`config.mk`:
```
export PLATFORM = sky130hd
export DESIGN_NAME = color_manager_tx_arbiter
export DESIGN_NICKNAME = d
export VERILOG_FILES = /design/src/rtl/color_manager_tx_arbiter_pkg.sv /design/src/rtl/color_manager_event_latch.sv /design/src/rtl/color_manager_tx_arbiter.sv
export SDC_FILE = /design/constraint.sdc
export NUM_CORES = 1
export LEC_CHECK = 0
export BUFFER_PORTS_ARGS = -buffer_cell sky130_fd_sc_hd__buf_2
export CAP_MARGIN = 15
export CORE_MARGIN = 5
export CORE_UTILIZATION = 55
export CTS_CLUSTER_DIAMETER = 40
export DETAILED_ROUTE_END_ITERATION = 7
export MAX_ROUTING_LAYER = met4
export PLACE_DENSITY = 0.84
export SLEW_MARGIN = 20
export SYNTH_ARGS = -nofsm -noshare
export SYNTH_HDL_FRONTEND = slang
export SYNTH_SLANG_ARGS = --single-unit
```
`constraint.sdc`:
```
create_clock -name Clk -period 3.2 [get_ports Clk]
set_input_delay 0.16 -clock Clk [delete_from_list [all_inputs] [get_ports Clk]]
set_output_delay 0.16 -clock Clk [all_outputs]
set_load 0.005 [all_outputs]
```
`src/rtl/color_manager_tx_arbiter_pkg.sv`:
```
// Shared constants for the Color Manager TX arbiter: byte/code widths, message
// tags, FSM encodings and the round-robin pointer type.
package color_manager_tx_arbiter_pkg;

    localparam int CM_UART_DATA_WIDTH           = 8;
    localparam int CM_CONFIG_NOTIFICATION_WIDTH = 4;
    localparam int CM_CONFIG_ERROR_WIDTH        = 4;
    localparam int CM_VGA_NOTIFICATION_WIDTH    = 4;

    localparam logic [7:0] CM_TAG_ERR = 8'h45;  // 'E'
    localparam logic [7:0] CM_TAG_CFG = 8'h43;  // 'C'
    localparam logic [7:0] CM_TAG_VGA = 8'h56;  // 'V'

    typedef enum logic [1:0] {
        IDLE      = 2'd0,
        SEND_TAG  = 2'd1,
        SEND_CODE = 2'd2
    } tx_state_t;

    typedef enum logic {
        RR_CFG = 1'b0,
        RR_VGA = 1'b1
    } rr_ptr_t;

endpackage

```
`src/rtl/color_manager_event_latch.sv`:
```
// One-deep pending slot for a single event source. Holds the zero-extended code
// until granted; a strobe hitting a still-pending, ungranted slot is dropped.
module color_manager_event_latch #(
    parameter int CODE_WIDTH = 4,
    parameter int DATA_WIDTH = 8
) (
    input  logic                  clk,
    input  logic                  rst_n,
    input  logic [CODE_WIDTH-1:0] code,
    input  logic                  valid,
    input  logic                  grant,
    output logic                  pending,
    output logic [DATA_WIDTH-1:0] held_code,
    output logic                  overrun
);

    // A grant in the same cycle frees the slot, so the new event still fits.
    assign overrun = valid && pending && !grant;

    // NOTE: sequential state is written with <= so every flop samples pre-edge values.
    // NOTE: held_code is reset too; it is only a few flops and keeps X out of TX_Data.
    always_ff @(posedge clk or negedge rst_n) begin
        if (!rst_n) begin
            pending   <= 1'b0;
            held_code <= '0;
        end else if (valid && !overrun) begin
            pending   <= 1'b1;
            held_code <= DATA_WIDTH'(code);
        end else if (grant) begin
            pending   <= 1'b0;
        end
    end

endmodule

```
`src/rtl/color_manager_tx_arbiter.sv`:
```
// Serialises error / configuration / VGA events into two-byte (tag, code)
// messages for the UART TX FIFO. Errors win outright; config and VGA alternate.
module color_manager_tx_arbiter
    import color_manager_tx_arbiter_pkg::*;
#(
    parameter int UART_DATA_WIDTH                    = CM_UART_DATA_WIDTH,
    parameter int CONFIG_NOTIFICATION_WIDTH          = CM_CONFIG_NOTIFICATION_WIDTH,
    parameter int CONFIG_ERROR_WIDTH                 = CM_CONFIG_ERROR_WIDTH,
    parameter int VGA_NOTIFICATION_WIDTH             = CM_VGA_NOTIFICATION_WIDTH,
    parameter logic [UART_DATA_WIDTH-1:0] TAG_ERR    = UART_DATA_WIDTH'(CM_TAG_ERR),
    parameter logic [UART_DATA_WIDTH-1:0] TAG_CFG    = UART_DATA_WIDTH'(CM_TAG_CFG),
    parameter logic [UART_DATA_WIDTH-1:0] TAG_VGA    = UART_DATA_WIDTH'(CM_TAG_VGA)
) (
    input  logic                                 Clk,
    input  logic                                 Rst,
    input  logic [CONFIG_NOTIFICATION_WIDTH-1:0] Config_Notification,
    input  logic                                 Config_Notification_Valid,
    input  logic [CONFIG_ERROR_WIDTH-1:0]        Config_Error,
    input  logic                                 Error_Valid,
    input  logic [VGA_NOTIFICATION_WIDTH-1:0]    VGA_Notification,
    input  logic                                 VGA_Notification_Valid,
    input  logic                                 TX_Full,
    input  logic                                 Clear_Overrun,
    output logic [UART_DATA_WIDTH-1:0]           TX_Data,
    output logic                                 TX_Write,
    output logic                                 Busy,
    output logic [2:0]                           Overrun
);

    tx_state_t state, state_next;
    rr_ptr_t   rr_ptr;

    logic pend_err, pend_cfg, pend_vga;
    logic ovr_err, ovr_cfg, ovr_vga;
    logic gnt_err, gnt_cfg, gnt_vga, any_grant;
    logic [UART_DATA_WIDTH-1:0] code_err, code_cfg, code_vga;
    logic [UART_DATA_WIDTH-1:0] tag_q, code_q;

    color_manager_event_latch #(.CODE_WIDTH(CONFIG_ERROR_WIDTH), .DATA_WIDTH(UART_DATA_WIDTH)) u_err_latch (
        .clk(Clk), .rst_n(Rst), .code(Config_Error), .valid(Error_Valid), .grant(gnt_err),
        .pending(pend_err), .held_code(code_err), .overrun(ovr_err)
    );

    color_manager_event_latch #(.CODE_WIDTH(CONFIG_NOTIFICATION_WIDTH), .DATA_WIDTH(UART_DATA_WIDTH)) u_cfg_latch (
        .clk(Clk), .rst_n(Rst), .code(Config_Notification), .valid(Config_Notification_Valid), .grant(gnt_cfg),
        .pending(pend_cfg), .held_code(code_cfg), .overrun(ovr_cfg)
    );

    color_manager_event_latch #(.CODE_WIDTH(VGA_NOTIFICATION_WIDTH), .DATA_WIDTH(UART_DATA_WIDTH)) u_vga_latch (
        .clk(Clk), .rst_n(Rst), .code(VGA_Notification), .valid(VGA_Notification_Valid), .grant(gnt_vga),
        .pending(pend_vga), .held_code(code_vga), .overrun(ovr_vga)
    );

    // Grants are only issued from IDLE; the pointer breaks config/VGA ties.
    // NOTE: every always_comb output gets a default first so no latch is inferred.
    always_comb begin
        gnt_err = 1'b0;
        gnt_cfg = 1'b0;
        gnt_vga = 1'b0;
        if (state == IDLE) begin
            if (pend_err)
                gnt_err = 1'b1;
            else if (pend_cfg && (rr_ptr == RR_CFG || !pend_vga))
                gnt_cfg = 1'b1;
            else if (pend_vga)
                gnt_vga = 1'b1;
        end
    end

    assign any_grant = gnt_err || gnt_cfg || gnt_vga;

    always_ff @(posedge Clk or negedge Rst) begin
        if (!Rst)
            state <= IDLE;
        else
            state <= state_next;
    end

    always_comb begin
        state_next = state;
        case (state)
            IDLE:      if (any_grant) state_next = SEND_TAG;
            SEND_TAG:  if (!TX_Full)  state_next = SEND_CODE;
            SEND_CODE: if (!TX_Full)  state_next = IDLE;
            default:                  state_next = IDLE;
        endcase
    end

    // TX_Data idles on the last code byte since code_q only changes on a grant.
    always_comb begin
        TX_Write = (state != IDLE) && !TX_Full;
        TX_Data  = (state == SEND_TAG) ? tag_q : code_q;
    end

    always_ff @(posedge Clk or negedge Rst) begin
        if (!Rst) begin
            tag_q  <= '0;
            code_q <= '0;
            rr_ptr <= RR_CFG;
        end else begin
            if (gnt_err) begin
                tag_q  <= TAG_ERR;
                code_q <= code_err;
            end else if (gnt_cfg) begin
                tag_q  <= TAG_CFG;
                code_q <= code_cfg;
                rr_ptr <= RR_VGA;
            end else if (gnt_vga) begin
                tag_q  <= TAG_VGA;
                code_q <= code_vga;
                rr_ptr <= RR_CFG;
            end
        end
    end

    // New overruns are OR-ed in after the clear, so a simultaneous set wins.
    always_ff @(posedge Clk or negedge Rst) begin
        if (!Rst)
            Overrun <= 3'b000;
        else
            Overrun <= (Overrun & ~{3{Clear_Overrun}}) | {ovr_err, ovr_cfg, ovr_vga};
    end

    assign Busy = (state != IDLE) || pend_err || pend_cfg || pend_vga;

endmodule
```
==> reports/metrics.yaml, run 1 <==
synth:
  avgSynthCellArea_um2: 10.71
  synth_edf_count: 0
  ys_seq_area_share_pct: 50.08
  ys_ff_latch: 30
  ys_top_cells_by_area: "dfrtp_1 (50%), mux2_2 (8.3%), nor2b_1 (2.9%)"
  synth_top_area_share_pct: 50.08
  synth_flop_cell: "dfrtp_1"
  async_flop_share_pct: 100.0
  synthTopCellsByCount: "dfrtp_1 (30), mux2_2 (11), nand2_1 (10)"
  synth.most_common_cell: "dfrtp_1"
  syn_area_um2: 1499
  synth_cell_types: 39
  yosysTopAreaCell: "dfrtp_1"
  synthCells: 140
  ys_warn_count: 0
pwr:
  p_leak_nw: 0.7433
  ir_drop_uv: 555.4
  power_density_nw_per_um2: 892.1
clock_network:
  insertion_delay_ns: 0.33
  htreeDepth: 2
  ctsResizeCount: 0
  cts_root_buf: "clkbuf_4"
  cts_buffers: 5
  clockBufferDepth: 2
  cts_sinks: 30
  cts_tree: "done"
  clk_pin_slew_ns: 0.10
floorplanning:
  initial_core_util_pct: 55.80
  fp-row-count: 19
  coreArea_um2: 2686
  ios: 32
  die_x_um: 62.21
  die-area_um2: 3869
  die_h_um: 62.21
critical_path:
  crit_chain: "nor2b_1 > mux2_2 > buf_2"
  slowest_delay_ns: 0.55
  worstPathArrival_ns: 1.85
  path_delay_family: "flip-flops"
  r2r_cells: 3
  r2r-start: "state[0]"
  crit_path_start: "state[0]"
  worst-path-stages: 3
  reg2reg_to: "code_q[3]"
  crit_type: "flop to output port"
  cp_max_fo: 10
  end_kind: "output port"
  critPathSlowestCell: "dfrtp_1"
  r2r_setup_slack_ns: 1.27
  crit_required_ns: 3.04
  start_kind: "flop"
  critical_path_buf_inv_count: 1
place:
  gp_congestion: 0.8992
  place_hpwl_um: 2458
  port_buffers: 29
sta:
  setup_violations: 0
  slew-limit-headroom_pct: 50.05
  tightestPinTransition_ns: 0.7464
  skew_ns: 0.009739
  rsz0062_at_grt: "false"
  min_period_ns: 2.006
  setup_tns_ns: 0
  post-route-period-util_pct: 62.68
  slew_viol_final: 0
  hold_violations: 0
  clock.fmax_mhz: 498.5
cells_and_area:
  final_layout_size_suffix_gt1_share_pct: 32.35
  areaGrowthSynthToFinish_pct: 13.44
  fill_cells: 231
  utilization_pct: 63.30
  final_nets: 188
  diodes: 0
detailed_routing:
  firstDrtPassIters: 4
  vias_per_cell: 5.746
  drcViolationCount: 0
  ant_nets: 0
  dr.first_iter.drc_count: 61
  wl_per_cell_um: 16.59
  vias: 1155
  totalWireLength_um: 3334
hold_path:
  hold_class: "primary input to flop"
  holdPathEnd: "u_cfg_latch.held_code[1]"
  hp-start: "Config_Notification[1]"
  hold_depth: 2
grt:
  grt_usage_pct: 19.23
  grt_first_pass_wirelength_um: 5830
  gr-total-overflow: 0
  antenna_found_initial: 0
  first_global_vias: 1204
  grt_max_degree: 31
run:
  max-cap-violations: 0
run_status:
  status: "finished, final reports clean"
==> metal layers <==
layer	global-route usage, %	routed length (um)	vias up
met5	-	0	-
met4	6.504	54	0
met3	5.586	142	6
met2	31.09	1724	32
met1	22.85	1412	558
li1	-	-	559
==> flip-flops by register name (all words and copies together), names as in the netlist <==
name                   count
state                      2
tag_q                      5
u_err_latch.pending        1
u_vga_latch.pending        1
code_q                     4
u_vga_latch.held_code      4
u_cfg_latch.held_code      4
u_cfg_latch.pending        1
u_err_latch.held_code      4
Overrun                    3
rr_ptr                     1
==> repair_timing <==
action / in CTS / in global routing
hold buffers: 1 / 0
endpoints found under the hold margin: 30 / 0
buffers inserted: 0 / 0
==> layout by cell type, fill, tap and decap left out, types with 2 or more instances in the layout <==
master and count:
a21oi_1 3, a31oi_1 5, and2_1 2, buf_2 29, clkbuf_4 5, conb_1 2, dfrtp_1 30, inv_1 7
mux2_2 11, nand2_1 10, nand2b_1 3, nor2_1 6, nor2b_1 7, nor3_1 7, o21ai_0 6, o21ai_1 5
o311ai_0 2, o311ai_1 2, o41ai_1 4, or2_2 3
==> worst max path at each step <==
| stage | slack [ns] | end |
|---|---|---|
| after floorplan | 1.78 | u_vga_latch.pending |
| after global placement | 1.45 | code_q[1] |
| after detailed placement | 1.26 | code_q[3] |
| after CTS | 1.18 | TX_Data[2] |
| after global routing | 1.07 | TX_Data[1] |
| final | 1.19 | TX_Data[2] |
==> power by group <==
| part | total (W) | internal (W) | leakage, nW | switching, W |
|---|---|---|---|---|
| clock network | 0.000237 | 0.000106 | 0.0353 | 0.000131 |
| logic | 0.000587 | 0.000293 | 0.360 | 0.000294 |
| registers | 0.000693 | 0.000531 | 0.348 | 0.000162 |
| total | 0.00152 | 0.000930 | 0.743 | 0.000587 |
==> metrics by stage <==
step	instances	total power, W	hold WS [ns]	area, um^2	worst slack [ns]
after floorplan	141	0.001111	-0.1356	1503	1.776
after global placement	192	0.001248	0.2181	1630	1.447
after detailed placement	192	0.001285	0.2363	1630	1.263
after CTS	201	0.001527	0.03972	1700	1.176
after global routing	201	0.001632	0.03620	1700	1.068
final	201	0.001517	0.05320	1700	1.194
==> layout make-up <==
cell class | instances | area (um^2) | share of cell area (%)
Multi-Input combinational cell | 95 | 669.4 | 39.37
Timing Repair Buffer | 30 | 155.1 | 9.124
Inverter | 7 | 26.28 | 1.545
Clock buffer | 7 | 55.05 | 3.238
Tap cell | 31 | 38.79 | 2.281
Clock inverter | 1 | 5.005 | 0.2943
Sequential cell | 30 | 750.7 | 44.15
==> cells by family (layout without fill, tap and decap cells) <==
kind of cell	Yosys count	count (layout)	synth area share [%]
DFF	30	30	50.08
buffers and inverters	16	45	5.509
AOI/OAI and AO/OA	37	37	19.03
and+or+nand+nor	44	44	16.19
muxes	12	12	8.932
other	1	2	0.2502
(Power assumes the default switching activity.)
==> run 2, diff against run 1 <==
- CORE_UTILIZATION: 55 -> 48
- PLACE_DENSITY: 0.84 -> 0.78
- clock period: 3.2 -> 1.75 ns (I/O delays scaled with it)
==> run 2 against run 1 <==
  * Cell count is 15% higher
  * Register-to-register slack worse by 1.2 ns
  * Sequential cell count unchanged
  * Hold slack worse by 0.041 ns
  * Total power is 100% higher
  * Largest cell class unchanged
  * Worst setup slack lost 1.1 ns
==> reports/metrics.yaml, run 2 (synthesis gave the netlist of run 1 again) <==
pwr:
  power_density_nw_per_um2: 1605
  totalPowerFinal_w: 0.003097
  ir_drop_uv: 751.4
  p_leak_nw: 0.8384
detailed_routing:
  highest_layer: "met4"
  m1WireLength_um: 1614
  drcViolationCount: 0
  routed-wl-met3_um: 206
  totalWireLength_um: 3599
  dr.first_iter.drc_count: 75
  wl_met2_um: 1751
  vias: 1246
  wl_per_cell_um: 15.51
  ant_nets: 0
  firstDrtPassIters: 4
  vias_per_cell: 5.371
sta:
  min_period_ns: 1.664
  setup_tns_ns: 0
  slew_viol_final: 0
  fin_ws_ns: 0.08582
  tightestPinTransition_ns: 0.6536
  slew-limit-headroom_pct: 56.43
  post-route-period-util_pct: 95.10
  clock.fmax_mhz: 600.9
  rsz0062_at_grt: "false"
  hold_violations: 0
  skew_ns: 0.009168
  setup_violations: 0
critical_path:
  critical_path_buf_inv_count: 1
  crit_required_ns: 1.96
  cp_max_fo: 8
  worstPathArrival_ns: 1.87
  end_kind: "flop"
  start_kind: "flop"
  crit_chain: "buf_4 > or4b_4 > nor3_1 > o41ai_1"
  slowest_delay_ns: 0.55
  path_delay_family: "simple AND/OR/NAND/NOR gates"
  crit_type: "flop to flop"
  critPathSlowestCell: "or4b_4"
clock_network:
  insertion_delay_ns: 0.33
  cts_tree: "done"
  cts_root_buf: "clkbuf_4"
  cts_sinks: 30
  htreeDepth: 2
  clockBufferDepth: 2
  cts_buffers: 5
  clk_pin_slew_ns: 0.09
cells_and_area:
  most-common-layout-cells: "buf_2 (29), dfrtp_1 (27), dlygate4sd3_1 (14), mux2_2 (11), nand2_1 (10)"
  final_layout_size_suffix_gt1_share_pct: 35.11
  areaGrowthSynthToFinish_pct: 28.71
  largest_reg_flops: 5
  stdcell_area_um2: 1929
  diodes: 0
  final_nets: 207
  final_common_cell: "buf_2"
  largest-register: "tag_q"
grt:
  antenna_found_initial: 0
  grt_max_degree: 31
  grt_first_pass_wirelength_um: 6092
  gr-total-overflow: 0
  grt_usage_pct: 19.65
  first_global_vias: 1251
floorplanning:
  die-area_um2: 4340
  initial_core_util_pct: 49.50
  die_h_um: 65.88
  coreArea_um2: 3028
  fp-row-count: 20
  die_x_um: 65.88
  ios: 32
run:
  max-cap-violations: 0
run_status:
  status: "finished, final reports clean"
place:
  place_hpwl_um: 2504
  dp_slack_ns: 0.1413
  postPlaceCellArea_um2: 1662
  port_buffers: 29
  gp_congestion: 0.8793
hold_path:
  hold_class: "primary input to flop"
-- run 2: metal layers --
layer / vias to the layer above / GRT usage (%)
met3: 2 / 5.782
met4: 0 / 8.290
met5: - / -
li1: 599 / -
met1: 600 / 24.35
met2: 45 / 29.91
-- run 2: worst paths after layout --
path	start	endpoint	slack, ns	cells past startpoint
min in group asynchronous	Rst	u_vga_latch.held_code[0]	0.32	2
worst min-delay path	TX_Full	state[1]	0.01	2
max in group asynchronous	Rst	state[0]	0.96	2
worst max-delay path	state[0]	code_q[0]	0.09	4
worst min register to register	tag_q[6]	tag_q[6]	0.47	1
worst max register to register	state[0]	code_q[0]	0.09	4
-- run 2: layout make-up --
| cell class | instances | area, um^2 |
|---|---|---|
| multi-input cells | 95 | 681.9 |
| inverters | 7 | 26.28 |
| clock inverters | 1 | 30.03 |
| well taps | 44 | 55.05 |
| clock buffers | 6 | 51.30 |
| fillers | 252 | 1099 |
| flip-flops and latches | 30 | 754.5 |
| repair buffers | 49 | 330.3 |
-- run 2: what timing repair did --
action                     4_1_cts  5_1_grt
hold buffers                    14        0
setup endpoints to repair        5        8
hold endpoints to repair        43        0
setup buffers                    0        4
cloned                           0        0
gates resized for setup          3        3
-- run 2: power breakdown --
part / internal (W) / switching [W] / total (W)
Sequential: 0.000978 / 0.000283 / 0.00126
Clock: 0.000332 / 0.000232 / 0.000565
Combinational: 0.000654 / 0.000617 / 0.00127
-- run 2: metrics by stage --
step	hold slack, ns	cells	utilization [%]
6_report	0.01260	232	63.72
4_1_cts	0.001309	228	62.48
5_1_grt	0.001977	232	63.72
2_1_floorplan	-0.2081	141	-
3_3_place_gp	0.1436	207	54.88
3_5_place_dp	0.1543	207	54.88
-- run 2: worst reg2reg max path, stage by stage, from the launching register on --
cell and delay, ns:
dfrtp_2 0.47, buf_4 0.17, or4b_4 0.55, nor3_1 0.23, o41ai_1 0.13
